### src/rtl/hex_display_pkg.sv
// Shared constants for hex_display_ctrl: register offsets, field positions,
// blanking pattern and the hex-to-segment table.
package hex_display_pkg;

  // Register offsets. Digits sit at 0..nd-1, followed by CTRL and BLINK_MASK.
  localparam int DIGIT_BASE = 0;

  function automatic int ctrl_ofs(input int nd);
    return nd;
  endfunction

  function automatic int mask_ofs(input int nd);
    return nd + 1;
  endfunction

  // Field positions
  localparam int RAW_BIT     = 7;
  localparam int DISP_EN_BIT = 0;
  localparam int DUTY_LSB    = 4;
  localparam int DUTY_MSB    = 7;

  // All segments off (outputs are active-low)
  localparam logic [6:0] BLANK_SEGS = 7'h7F;

  // Active-low segments, bit order g..a. Entry 0 is the rightmost.
  //                                       F      E      d      C      b      A      9      8
  localparam logic [15:0][6:0] HEX_TABLE = {7'h0E, 7'h06, 7'h21, 7'h46, 7'h03, 7'h08, 7'h10, 7'h00,
  //                                       7      6      5      4      3      2      1      0
                                            7'h78, 7'h02, 7'h12, 7'h19, 7'h30, 7'h24, 7'h79, 7'h40};

endpackage

### src/rtl/hex7_decode.sv
// Combinational 4-bit hex value to active-low 7-segment pattern (g..a).
module hex7_decode
  import hex_display_pkg::*;
(
  input  logic [3:0] value,
  output logic [6:0] segs
);

  assign segs = HEX_TABLE[value];

endmodule

### src/rtl/hex_display_ctrl.sv
// Avalon-MM slave driving NUM_DIGITS active-low 7-segment displays.
// Per-digit hex decode or raw segments, per-digit blink, global enable.
// Optional PWM brightness dimming: define HEX_DISPLAY_PWM_DIM_EN.
module hex_display_ctrl
  import hex_display_pkg::*;
#(
  parameter int NUM_DIGITS = 8,
  parameter int BLINK_DIV  = 25000000,
  parameter int PWM_DIV    = 64,
  parameter int ADDR_W     = 5
) (
  input  logic                    clk_0,
  input  logic                    reset,
  input  logic [ADDR_W-1:0]       address,
  input  logic                    write,
  input  logic [31:0]             writedata,
  input  logic                    read,
  output logic [31:0]             readdata,
  output logic                    readdatavalid,
  output logic [NUM_DIGITS*7-1:0] hex_segs
);

  localparam int CTRL_A = ctrl_ofs(NUM_DIGITS);
  localparam int MASK_A = mask_ofs(NUM_DIGITS);

  logic [NUM_DIGITS-1:0][7:0] digit_q;
  logic [NUM_DIGITS-1:0]      mask_q;
  logic                       disp_en_q;
  logic [3:0]                 duty_rd;
  logic                       pwm_on;
  logic [31:0]                blink_cnt;
  logic                       blink_phase;
  logic [NUM_DIGITS-1:0][6:0] dec_segs;
  logic [NUM_DIGITS-1:0][6:0] seg_nxt;
  logic [31:0]                rd_mux;

  logic wr_ctrl, wr_mask, rd_accept;
  assign wr_ctrl   = write && (address == ADDR_W'(CTRL_A));
  assign wr_mask   = write && (address == ADDR_W'(MASK_A));
  // A read colliding with a write is dropped.
  assign rd_accept = read && !write;

  // Only the low byte / low mask bits are stored; the rest of the bus is ignored.
  logic unused_wdata;
  assign unused_wdata = ^writedata;

  // Per-digit storage, decode and blanking
  genvar d;
  generate
    for (d = 0; d < NUM_DIGITS; d++) begin : g_digit
      logic wr_dig;
      logic blank;
      assign wr_dig = write && (address == ADDR_W'(DIGIT_BASE + d));

      // Digit register write
      always_ff @(posedge clk_0 or posedge reset) begin
        if (reset)       digit_q[d] <= 8'h00;
        else if (wr_dig) digit_q[d] <= writedata[7:0];
      end

      hex7_decode u_dec (
        .value (digit_q[d][3:0]),
        .segs  (dec_segs[d])
      );

      assign blank = !disp_en_q || (mask_q[d] && blink_phase) || !pwm_on;

      // RAW digits carry active-high segment bits; flip them for the pins.
      always_comb begin
        seg_nxt[d] = digit_q[d][RAW_BIT] ? ~digit_q[d][6:0] : dec_segs[d];
        if (blank) seg_nxt[d] = BLANK_SEGS;
      end
    end
  endgenerate

  // CTRL enable and blink mask registers
  always_ff @(posedge clk_0 or posedge reset) begin
    if (reset) begin
      disp_en_q <= 1'b0;
      mask_q    <= '0;
    end else begin
      if (wr_ctrl) disp_en_q <= writedata[DISP_EN_BIT];
      if (wr_mask) mask_q    <= writedata[NUM_DIGITS-1:0];
    end
  end

  // Free-running blink prescaler; phase flips each half-period.
  always_ff @(posedge clk_0 or posedge reset) begin
    if (reset) begin
      blink_cnt   <= 32'h0;
      blink_phase <= 1'b0;
    end else if (blink_cnt == 32'(BLINK_DIV - 1)) begin
      blink_cnt   <= 32'h0;
      blink_phase <= ~blink_phase;
    end else begin
      blink_cnt   <= blink_cnt + 32'h1;
    end
  end

`ifdef HEX_DISPLAY_PWM_DIM_EN
  logic [3:0]  duty_q;
  logic [31:0] pwm_pre;
  logic [3:0]  pwm_cnt;

  // Duty register
  always_ff @(posedge clk_0 or posedge reset) begin
    if (reset)        duty_q <= 4'hF;
    else if (wr_ctrl) duty_q <= writedata[DUTY_MSB:DUTY_LSB];
  end

  // PWM prescaler and 16-step brightness counter
  always_ff @(posedge clk_0 or posedge reset) begin
    if (reset) begin
      pwm_pre <= 32'h0;
      pwm_cnt <= 4'h0;
    end else if (pwm_pre == 32'(PWM_DIV - 1)) begin
      pwm_pre <= 32'h0;
      pwm_cnt <= pwm_cnt + 4'h1;
    end else begin
      pwm_pre <= pwm_pre + 32'h1;
    end
  end

  assign pwm_on  = (pwm_cnt <= duty_q);
  assign duty_rd = duty_q;
`else
  assign pwm_on  = 1'b1;
  assign duty_rd = 4'h0;
`endif

  // Read data mux; unmapped addresses return zero.
  always_comb begin
    rd_mux = 32'h0;
    for (int i = 0; i < NUM_DIGITS; i++)
      if (address == ADDR_W'(DIGIT_BASE + i)) rd_mux = {24'h0, digit_q[i]};
    if (address == ADDR_W'(CTRL_A)) rd_mux = {24'h0, duty_rd, 3'b000, disp_en_q};
    if (address == ADDR_W'(MASK_A)) rd_mux = {{(32-NUM_DIGITS){1'b0}}, mask_q};
  end

  // One-cycle read response
  always_ff @(posedge clk_0 or posedge reset) begin
    if (reset) begin
      readdata      <= 32'h0;
      readdatavalid <= 1'b0;
    end else begin
      readdata      <= rd_accept ? rd_mux : 32'h0;
      readdatavalid <= rd_accept;
    end
  end

  // Registered segment outputs
  always_ff @(posedge clk_0 or posedge reset) begin
    if (reset) hex_segs <= '1;
    else       hex_segs <= seg_nxt;
  end

endmodule
### config.mk
export PLATFORM = sky130hd
export DESIGN_NAME = hex_display_ctrl
export DESIGN_NICKNAME = d
export VERILOG_FILES = /design/src/rtl/hex_display_pkg.sv /design/src/rtl/hex7_decode.sv /design/src/rtl/hex_display_ctrl.sv
export SDC_FILE = /design/constraint.sdc
export NUM_CORES = 1
export LEC_CHECK = 0
export BUFFER_PORTS_ARGS = -buffer_cell sky130_fd_sc_hd__buf_2
export CAP_MARGIN = 0
export CORE_MARGIN = 2
export CORE_UTILIZATION = 53
export DETAILED_ROUTE_END_ITERATION = 12
export PLACE_DENSITY = 0.77
export SYNTH_ARGS = -nofsm -noshare
export SYNTH_HDL_FRONTEND = slang
export SYNTH_HIERARCHICAL = 1
export SYNTH_SLANG_ARGS = --single-unit
export TNS_END_PERCENT = 100
### constraint.sdc
create_clock -name clk_0 -period 5.1 [get_ports clk_0]
set_clock_uncertainty 0.15 [all_clocks]
set_input_delay 0.51 -clock clk_0 [delete_from_list [all_inputs] [get_ports clk_0]]
set_output_delay 0.51 -clock clk_0 [all_outputs]
set_load 0.05 [all_outputs]
* Word level (Yosys, flattened, before mapping)
Memories as Yosys holds them, arrays and structs flattened. Cells that the tools add are included.
Word-level totals: register bits after elaboration 195, word-level logic and storage cells 117, memories 8, memory bits (read-only) 896
Memories:
- (no name shown) | words 16, bits a word 7, rd ports 1, clocked after memory_dff 0, write ports 0, line hex7_decode.sv:9 | assign segs = HEX_TABLE[value];
- (no name shown) | words 16, bits a word 7, rd ports 1, clocked after memory_dff 0, write ports 0, line hex7_decode.sv:9
- (no name shown) | words 16, bits a word 7, rd ports 1, clocked after memory_dff 0, write ports 0, line hex7_decode.sv:9
- (no name shown) | words 16, bits a word 7, rd ports 1, clocked after memory_dff 0, write ports 0, line hex7_decode.sv:9
- (no name shown) | words 16, bits a word 7, rd ports 1, clocked after memory_dff 0, write ports 0, line hex7_decode.sv:9
- (no name shown) | words 16, bits a word 7, rd ports 1, clocked after memory_dff 0, write ports 0, line hex7_decode.sv:9
- +2 memories
Cells by class: reduce and logical (&&, ||, !) cells 30, bitwise operators 9, eq/ne operators 10, $lt $le $gt $ge 8, muxes and demuxes 36, $add $sub $neg 1
Operators with widths (count):
- $mux 32 | 11
- $mux 7 | 24
- $not 7->7 | 8
- $lt 4x5->1 const B | 8
- $add 32x1->32 const B | 1
- $eq 32x25->1 const B | 1
- $eq 5x3->1 const B | 4
- $logic_and 1x1->1 | 19
- $eq 5x2->1 const B | 2
- $eq 5x4->1 const B | 2
- $logic_or 1x1->1 | 8
- $mux 8 | 1
- $eq 5x1->1 const B | 1
- $logic_not 5->1 | 1
- $logic_not 1->1 | 2
- $not 1->1 | 1

* Longest topological paths before layout
Gate-level depths: netlist of run 1.
word-level depth 12, gate-level depth with buffers 7

* By module
Netlist of run 1, hierarchy kept.
By module, submodules not included:
- hex_display_ctrl | seq. area each 4349.2 µm², times used 1, cells each 696, area each 7694.9 µm²
- hex7_decode | seq. area each 0.0 µm², times used 8, cells each 32, area each 275.3 µm²

* Worst setup path after synthesis of run 1
Ideal clock, no wire load.
path kind in2reg, start input port address[2], end register digit_q[17] (netlist bit), required time 4.825 ns, stages 4, arrival time 1.716 ns, slack 3.110 ns, library setup time 0.125 ns, cells stage by stage buf_2 -> nor3_1 -> nor3b_4 -> mux2_2
On the way: cells in the longest elaborated chain, start to end 2
RTL lines:
- start: declaration | line hex_display_ctrl.sv:14 | input logic [ADDR_W-1:0] address,
- $eq 5x2->1 | line hex_display_ctrl.sv:53 | assign wr_dig = write && (address == ADDR_W'(DIGIT_BASE + d));
- $logic_and 1x1->1 | line hex_display_ctrl.sv:53
- end signal: indexed assignment | line hex_display_ctrl.sv:58 | else if (wr_dig) digit_q[d] <= writedata[7:0];
- end: declaration | line hex_display_ctrl.sv:26 | logic [NUM_DIGITS-1:0][7:0] digit_q;
Every way passes these cells. A chain may end at the register's enable or synchronous reset.

* Worst setup path in the final report of run 1
start register blink_cnt[6], end register blink_cnt[24]
On the way: cells in the longest elaborated chain, start to end 2, elaborated cells between the ends (all ways) 3, those cells by class add/sub (1); eq/ne (1); mux (1)
RTL lines:
- start: declaration | line hex_display_ctrl.sv:31 | logic [31:0] blink_cnt;
- start signal: assignment | line hex_display_ctrl.sv:96 | blink_cnt <= blink_cnt + 32'h1;
- $add 32x1->32 / $eq 32x25->1 (equally long branches) | line hex_display_ctrl.sv:96, hex_display_ctrl.sv:92
- $mux 32 * | line hex_display_ctrl.sv:92 | end else if (blink_cnt == 32'(BLINK_DIV - 1)) begin
Every way passes the cells marked *; elsewhere a longest branch is shown, timed or not.

==> summary.md, run 1 <==
| Metric | Value |
|---|---|
| Status | complete, no violations |
| R2R Setup Slk | roughly 2.8 ns |
| Clk_lat worst skew | 0.43 ns |
| Post-synthesis sequential area ratio | 43.9% |
| EDFF count, synth | 0 |
| Die ar. | between 15000 and 20000 um^2 |
| Layout Utilization | 60.0% |
| Post-DP HPWL | approximately 15000 um |
| Yosys cell types | 52 |
| Final Power | ~4.6 mW |
| Worst Tran Pin Value | between 1 and 1.5 ns |
| Post-Syn Area | 9900 um^2 |
| TritonCTS Sinks | 171 |
| Largest net degree at the start of global routing | 120 |
| Sw Ratio | 37.0% |
| Placed cells | 1221 |
| WP data required | 5.27 ns |
| Final WL | 21300 um |
| Max Fclk | 428 MHz |
| R2r endpoint | blink_cnt[24] |
| CP Data Arrival Time | between 2 and 3 ns |
| CTS Buf Count | 17 |
| Ant diodes | 0 |
| Filler instances | 1484 |
| Final Hold Viols | 0 |
| # DRC | 0 |
| Detailed Routing Iterations Pass 1 | 6 |
| Tmin final | 2.33 ns |
| Global-route wire length before repair | approximately 35000 um |
| Initial antenna violation count | 1 |
| Synth top area share | 29.1% |
| Non-Filler Instances | roughly 1300 |
| DR WL/cell | 17.0 um |
| Area leader, netlist | dfrtp_1 |
| Placement Rows | 49 |
| Hold buffers post-CTS | 0 |
| Vias post-DR | around 7000 |
| Syn_area_per_cell | 10.4 um^2 |
| Dominant synthesized flop cell | dfrtp_1 |
| Cells after synthesis | roughly 950 |
| Share of layout cells above drive strength 1 | between 20 and 30% |
| Final Cycle Share | 45.8% |
| Area of the multi-input gates | 5090 um^2 |
| Count leader, synth | nand2_1 |
| Die W | around 140 um |
| H-tree depth reported by CTS | 4 |
| NetSw | 1.70 mW |
| YS warnings | 6 |
| CTS max path bufs | 2 |
| Root Driver | clkbuf_16 |
| Initial DRC count | 705 |
| Number of gates resized after CTS | 0 |
| Die H | roughly 140 um |
| CP max FO | 12 |
| R2r worst-path depth | 5 |
| Final setup vio count | 0 |
| CTS tree | done |
| RSZ-0062 raised after global routing | false |
| Antenna Nets Post-Route | 0 |
| Worst-path clk slew | 0.06 ns |
| Gate power share | between 20 and 30% |
| Max VDD drop | roughly 0.00026 V |
| Slew HR | between 20% and 30% |
| Critical Path Start Type | register |
| Maxcap violations | 0 |
| Yosys reg bits | 171 |
| FF-to-FF Start | blink_cnt[6] |
| Asr flop ratio synth | 100% |
| Post-CTS setup buffer count | 0 |
| PwrDens | approximately 420 nW/um^2 |
| Setup TNS | 0 ns |
| Core Box Area | 18100 um^2 |
| Cell leakage power | 4.83 nW |
| Pint | 2.89 mW |
| Port-buffer cells | 81 |
| Total global-route track usage | 22.0% |
| Starting Density | 54.5% |
| Top cells by area, synth | dfrtp_1, dfstp_2, mux2_2 |
| Vias/cell | 5.75 |
| CP startpoint | blink_cnt[6] |
| GRT overflow | 0 |
| Seq pwr share | 42.1% |
| Layout area overhead | 9.95% |
| Routability Congestion | 0.874 |
| Vias in the first global route | 6750 |
| Clk pwr share | between 20% and 30% |
| CP Capture Point | blink_cnt[24] |
| FF+latch area | 4350 um^2 |
| Crit Path Category | reg2reg |
| Hold Path Class | in2async |
| Pins Over Slew Limit | 0 |
| Most common library cells after synthesis | nand2_1, dfrtp_1, o21ai_0 |
| Post-DP Area | 10300 um^2 |
| Crit. End Element | register |
| Post-route design area | 10900 um^2 |
| Boundary Pins | 130 |
| Layout net count | 1109 |
==> cell type report <==
| cell class | count | area share, % |
|---|---|---|
| multi-input cells | 705 | 46.8 |
| clock inverters | 12 | 1.28 |
| well taps | 229 | 2.63 |
| clock buffers | 20 | 4.20 |
| inverters | 34 | 1.21 |
| flip-flops and latches | 171 | 40.0 |
| repair buffers | 82 | 3.91 |
==> stage by stage <==
step           hold WS [ns]  setup WS, ns
4_1_cts               0.226          2.86
3_5_place_dp          0.312          2.42
5_1_grt               0.257          2.69
3_3_place_gp          0.311          2.44
2_1_floorplan         0.289          2.30
6_report              0.182          2.77
==> cells by family after synthesis <==
group / count (synthesis) / synth area share (%)
muxes: 135 / 16.9
AOI/OAI and AO/OA: 161 / 9.80
adders and majority gates: 57 / 7.21
DFF: 171 / 43.9
buffers and inverters: 99 / 5.46
xor gates and xnor gates: 25 / 2.21
other: 1 / 0.0379
and+or+nand+nor: 303 / 14.5
==> flip-flops by register name, summed over array words and instances, names as in the netlist <==
signal,flops
readdatavalid,1
readdata,8
digit_q,64
blink_phase,1
mask_q,8
hex_segs,56
disp_en_q,1
blink_cnt,32
==> power by group through the flow <==
stage	clock network, mW	logic (mW)	registers (mW)
floorplan	0	0.863	2.17
global placement	0	1.32	1.94
detailed placement	0	1.36	1.95
CTS	1.31	1.37	1.93
global route	1.37	1.49	1.97
finish	1.29	1.36	1.93
==> placed cells by master (no fill, tap or decap), types with 4 or more instances in the layout <==
cell	instances
nand2_1	148
dfrtp_1	115
o21ai_0	101
mux2_2	89
buf_2	81
nor2_1	61
ha_1	57
dfstp_2	56
inv_1	33
mux2i_1	32
conb_1	24
nand3_1	22
clkbuf_16	17
a22o_1	16
xor2_1	14
nand4_1	12
and3_1	12
xnor2_1	11
a21oi_1	10
a32o_1	9
nor3_1	8
a21boi_1	8
mux4_1	8
and2b_2	8
or3b_1	8
mux4_2	6
o22ai_1	5
clkinvlp_4	5
nor2b_1	4
and4_1	4
==> worst max-delay path, stage by stage (launching register included) <==
cell	delay (ns)
dfrtp_1	0.45
nor4_1	0.43
and4_1	0.40
and3_1	0.55
a211o_1	0.16
o21ai_0	0.07
==> how the worst min path moves through the flow <==
stage / from / end / slack (ns) / cells past startpoint
6_report: reset / blink_cnt[27] / 0.18 / 2
5_1_grt: read / readdatavalid / 0.26 / 3
4_1_cts: reset / blink_cnt[27] / 0.23 / 2
3_5_place_dp: blink_cnt[31] / blink_cnt[31] / 0.31 / 1
3_3_place_gp: blink_cnt[4] / blink_cnt[4] / 0.31 / 1
2_1_floorplan: blink_cnt[4] / blink_cnt[4] / 0.29 / 1
==> layer usage <==
metal / routed length, um / vias up / global-route usage (%)
met5: 8 / - / 0
met4: 517 / 2 / 8.26
met3: 981 / 48 / 4.18
met2: 10200 / 222 / 35.5
li1: - / 3412 / -
met1: 9620 / 3522 / 29.9
(Power assumes the default switching activity.)
==> run 2: changes to the inputs <==
--- a/config.mk
+++ b/config.mk
@@ -8,9 +8,9 @@
 export BUFFER_PORTS_ARGS = -buffer_cell sky130_fd_sc_hd__buf_2
 export CAP_MARGIN = 0
 export CORE_MARGIN = 2
-export CORE_UTILIZATION = 53
+export CORE_UTILIZATION = 59
 export DETAILED_ROUTE_END_ITERATION = 12
-export PLACE_DENSITY = 0.77
+export PLACE_DENSITY = 0.81
 export SYNTH_ARGS = -nofsm -noshare
 export SYNTH_HDL_FRONTEND = slang
 export SYNTH_HIERARCHICAL = 1
==> constraint.sdc (replaced) <==
create_clock -name clk_0 -period 2.4 [get_ports clk_0]
set_clock_uncertainty 0.15 [all_clocks]
set_input_delay 0.24 -clock clk_0 [delete_from_list [all_inputs] [get_ports clk_0]]
set_output_delay 0.24 -clock clk_0 [all_outputs]
set_load 0.05 [all_outputs]
==> run 2 against run 1 <==
Compared with the run above: worst hold slack worse by 0.12 ns; via count rose by 2.6%; fmax increased by 14%; routed wire length increased by 2.2%; critical path depth unchanged; global-route usage up 3.4 points; core utilization is 7.7 points higher; sequential power increased by 110%; power grew 120%; worst setup slack got worse by 2.4 ns; final cell count is 1.6% higher; die area is 9.9% lower; largest cell class unchanged; largest power group unchanged.
==> summary.md, run 2 (synthesis results as in run 1) <==
| Metric | Value |
|---|---|
| Setup TNS | 0 ns |
| Die ar. | 17800 um^2 |
| Final Cycle Share | 85.6% |
| Placement Setup Slack | between 0.2 and 0.3 ns |
| Die H | 134 um |
| DR WL/cell | 17.1 um |
| Post-DP Area | 10500 um^2 |
| Number of flip-flops in the largest register | 64 |
| Starting Density | between 60% and 70% |
| Global-route wire length before repair | 35600 um |
| Root Driver | clkbuf_16 |
| H-tree depth reported by CTS | 4 |
| Critical Path Start Type | register |
| Final setup vio count | 0 |
| Maxcap violations | 0 |
| Core Box Area | 16500 um^2 |
| FF-to-FF Start | blink_cnt[6] |
| Final WS setup | between 0.3 and 0.4 ns |
| TritonCTS Sinks | ~170 |
| Routability Congestion | 0.933 |
| Die W | 134 um |
| Antenna Nets Post-Route | 0 |
| Largest regs | digit_q (64), hex_segs (56), blink_cnt (32) |
| Post-route design area | 11100 um^2 |
| Worst Tran Pin Value | 0.751 ns |
| Commonest non-fill, non-tap cell in the layout | nand2_1 |
| Share of layout cells above drive strength 1 | between 20% and 30% |
| Filler instances | ~1200 |
| Final Power | 9.98 mW |
| Layout area overhead | 12.5% |
| Status | complete, no violations |
| Placed cells | 1238 |
| Boundary Pins | 130 |
| Vias/cell | 5.81 |
| Number of gates resized after CTS | 0 |
| Crit. End Element | register |
| Largest net degree at the start of global routing | 49 |
| CTS Buf Count | 17 |
| Non-Filler Instances | roughly 1300 |
| Clk_lat worst skew | 0.44 ns |
| Hold path startpoint | address[4] |
| Hold Path Class | in2reg |
| # DRC | 0 |
| Max Fclk | 487 MHz |
| Crit Path Category | reg2reg |
| Tmin final | 2.05 ns |
| Vias in the first global route | around 7000 |
| Total global-route track usage | between 20 and 30% |
| CP Data Arrival Time | 2.26 ns |
| Placement Rows | 47 |
| Pins Over Slew Limit | 0 |
| CTS tree | done |
| CP startpoint | blink_cnt[6] |
| Slew HR | about half |
| Layout net count | 1137 |
| Final Hold Viols | 0 |
| Initial DRC count | 699 |
| Post-DP HPWL | 14900 um |
| Most flops, register | digit_q |
| Port-buffer cells | 81 |
| Vias post-DR | 7391 |
| RSZ-0062 raised after global routing | false |
| Detailed Routing Iterations Pass 1 | 6 |
| WP data required | 2.61 ns |
| Final WL | 21800 um |
| GRT overflow | 0 |
| Initial antenna violation count | 1 |
| PwrDens | 896 nW/um^2 |
| Most frequent cells in the layout | nand2_1, dfrtp_1, o21ai_0 |
| Worst-path clk slew | 0.07 ns |
| Max VDD drop | 0.000531 V |
| CTS max path bufs | 2 |
| Cell leakage power | 5.00 nW |
| CP max FO | 9 |
run 2: timing repair:
| action | 4_1_cts | 5_1_grt |
|---|---|---|
| hold endpoints to repair | 9 | 0 |
| hold buffers | 2 | 0 |
| buffers inserted | 0 | 0 |
run 2: layout make-up:
cell class / instances / area [um^2] / area share, %
diodes: 1 / 2.50 / 0.0225
well taps: 220 / 275 / 2.47
multi-input cells: 705 / 5090 / 45.7
repair buffers: 110 / 666 / 5.98
clock buffers: 18 / 439 / 3.94
inverters: 34 / 131 / 1.18
clock inverters: 14 / 181 / 1.63
flip-flops and latches: 171 / 4350 / 39.0
run 2: final timing paths:
| kind | to | cells after the start | slack (ns) |
|---|---|---|---|
| setup / recovery | blink_phase | 5 | 0.35 |
| hold / removal | readdata[0] | 3 | 0.06 |
| setup reg to reg | blink_phase | 5 | 0.35 |
| hold reg to reg | blink_cnt[4] | 1 | 0.32 |
| max in group asynchronous | hex_segs[32] | 4 | 1.06 |
| min in group asynchronous | blink_cnt[2] | 3 | 0.30 |
run 2: through the flow:
| step | hold WS (ns) | utilization (%) |
|---|---|---|
| global route | 0.0629 | 67.6 |
| detailed placement | 0.201 | 63.7 |
| floorplan | 0.241 | - |
| CTS | 0.0404 | 67.6 |
| finish | 0.0577 | 67.6 |
| global placement | 0.194 | 63.7 |
run 2: worst max-delay path, stage by stage (launching register included):
cell and delay [ns]:
dfrtp_1 0.45, nor4_1 0.32, and4_1 0.36, and3_1 0.31, buf_4 0.21, xor2_1 0.17
run 2: layer usage:
metal	up-vias	GRT usage, %	share of wire (%)	wire, um
met5	-	0	0	0
met2	237	41.2	49	10800
li1	3461	-	-	-
met3	48	4.26	5.7	1230
met1	3645	34.2	42	9170
met4	0	10.9	2.9	623
run 2: where the power goes:
part | total [mW] | switching, mW | internal (mW)
clock | 2.90 | 1.21 | 1.69
combinational | 3.03 | 1.89 | 1.14
sequential | 4.04 | 0.584 | 3.46
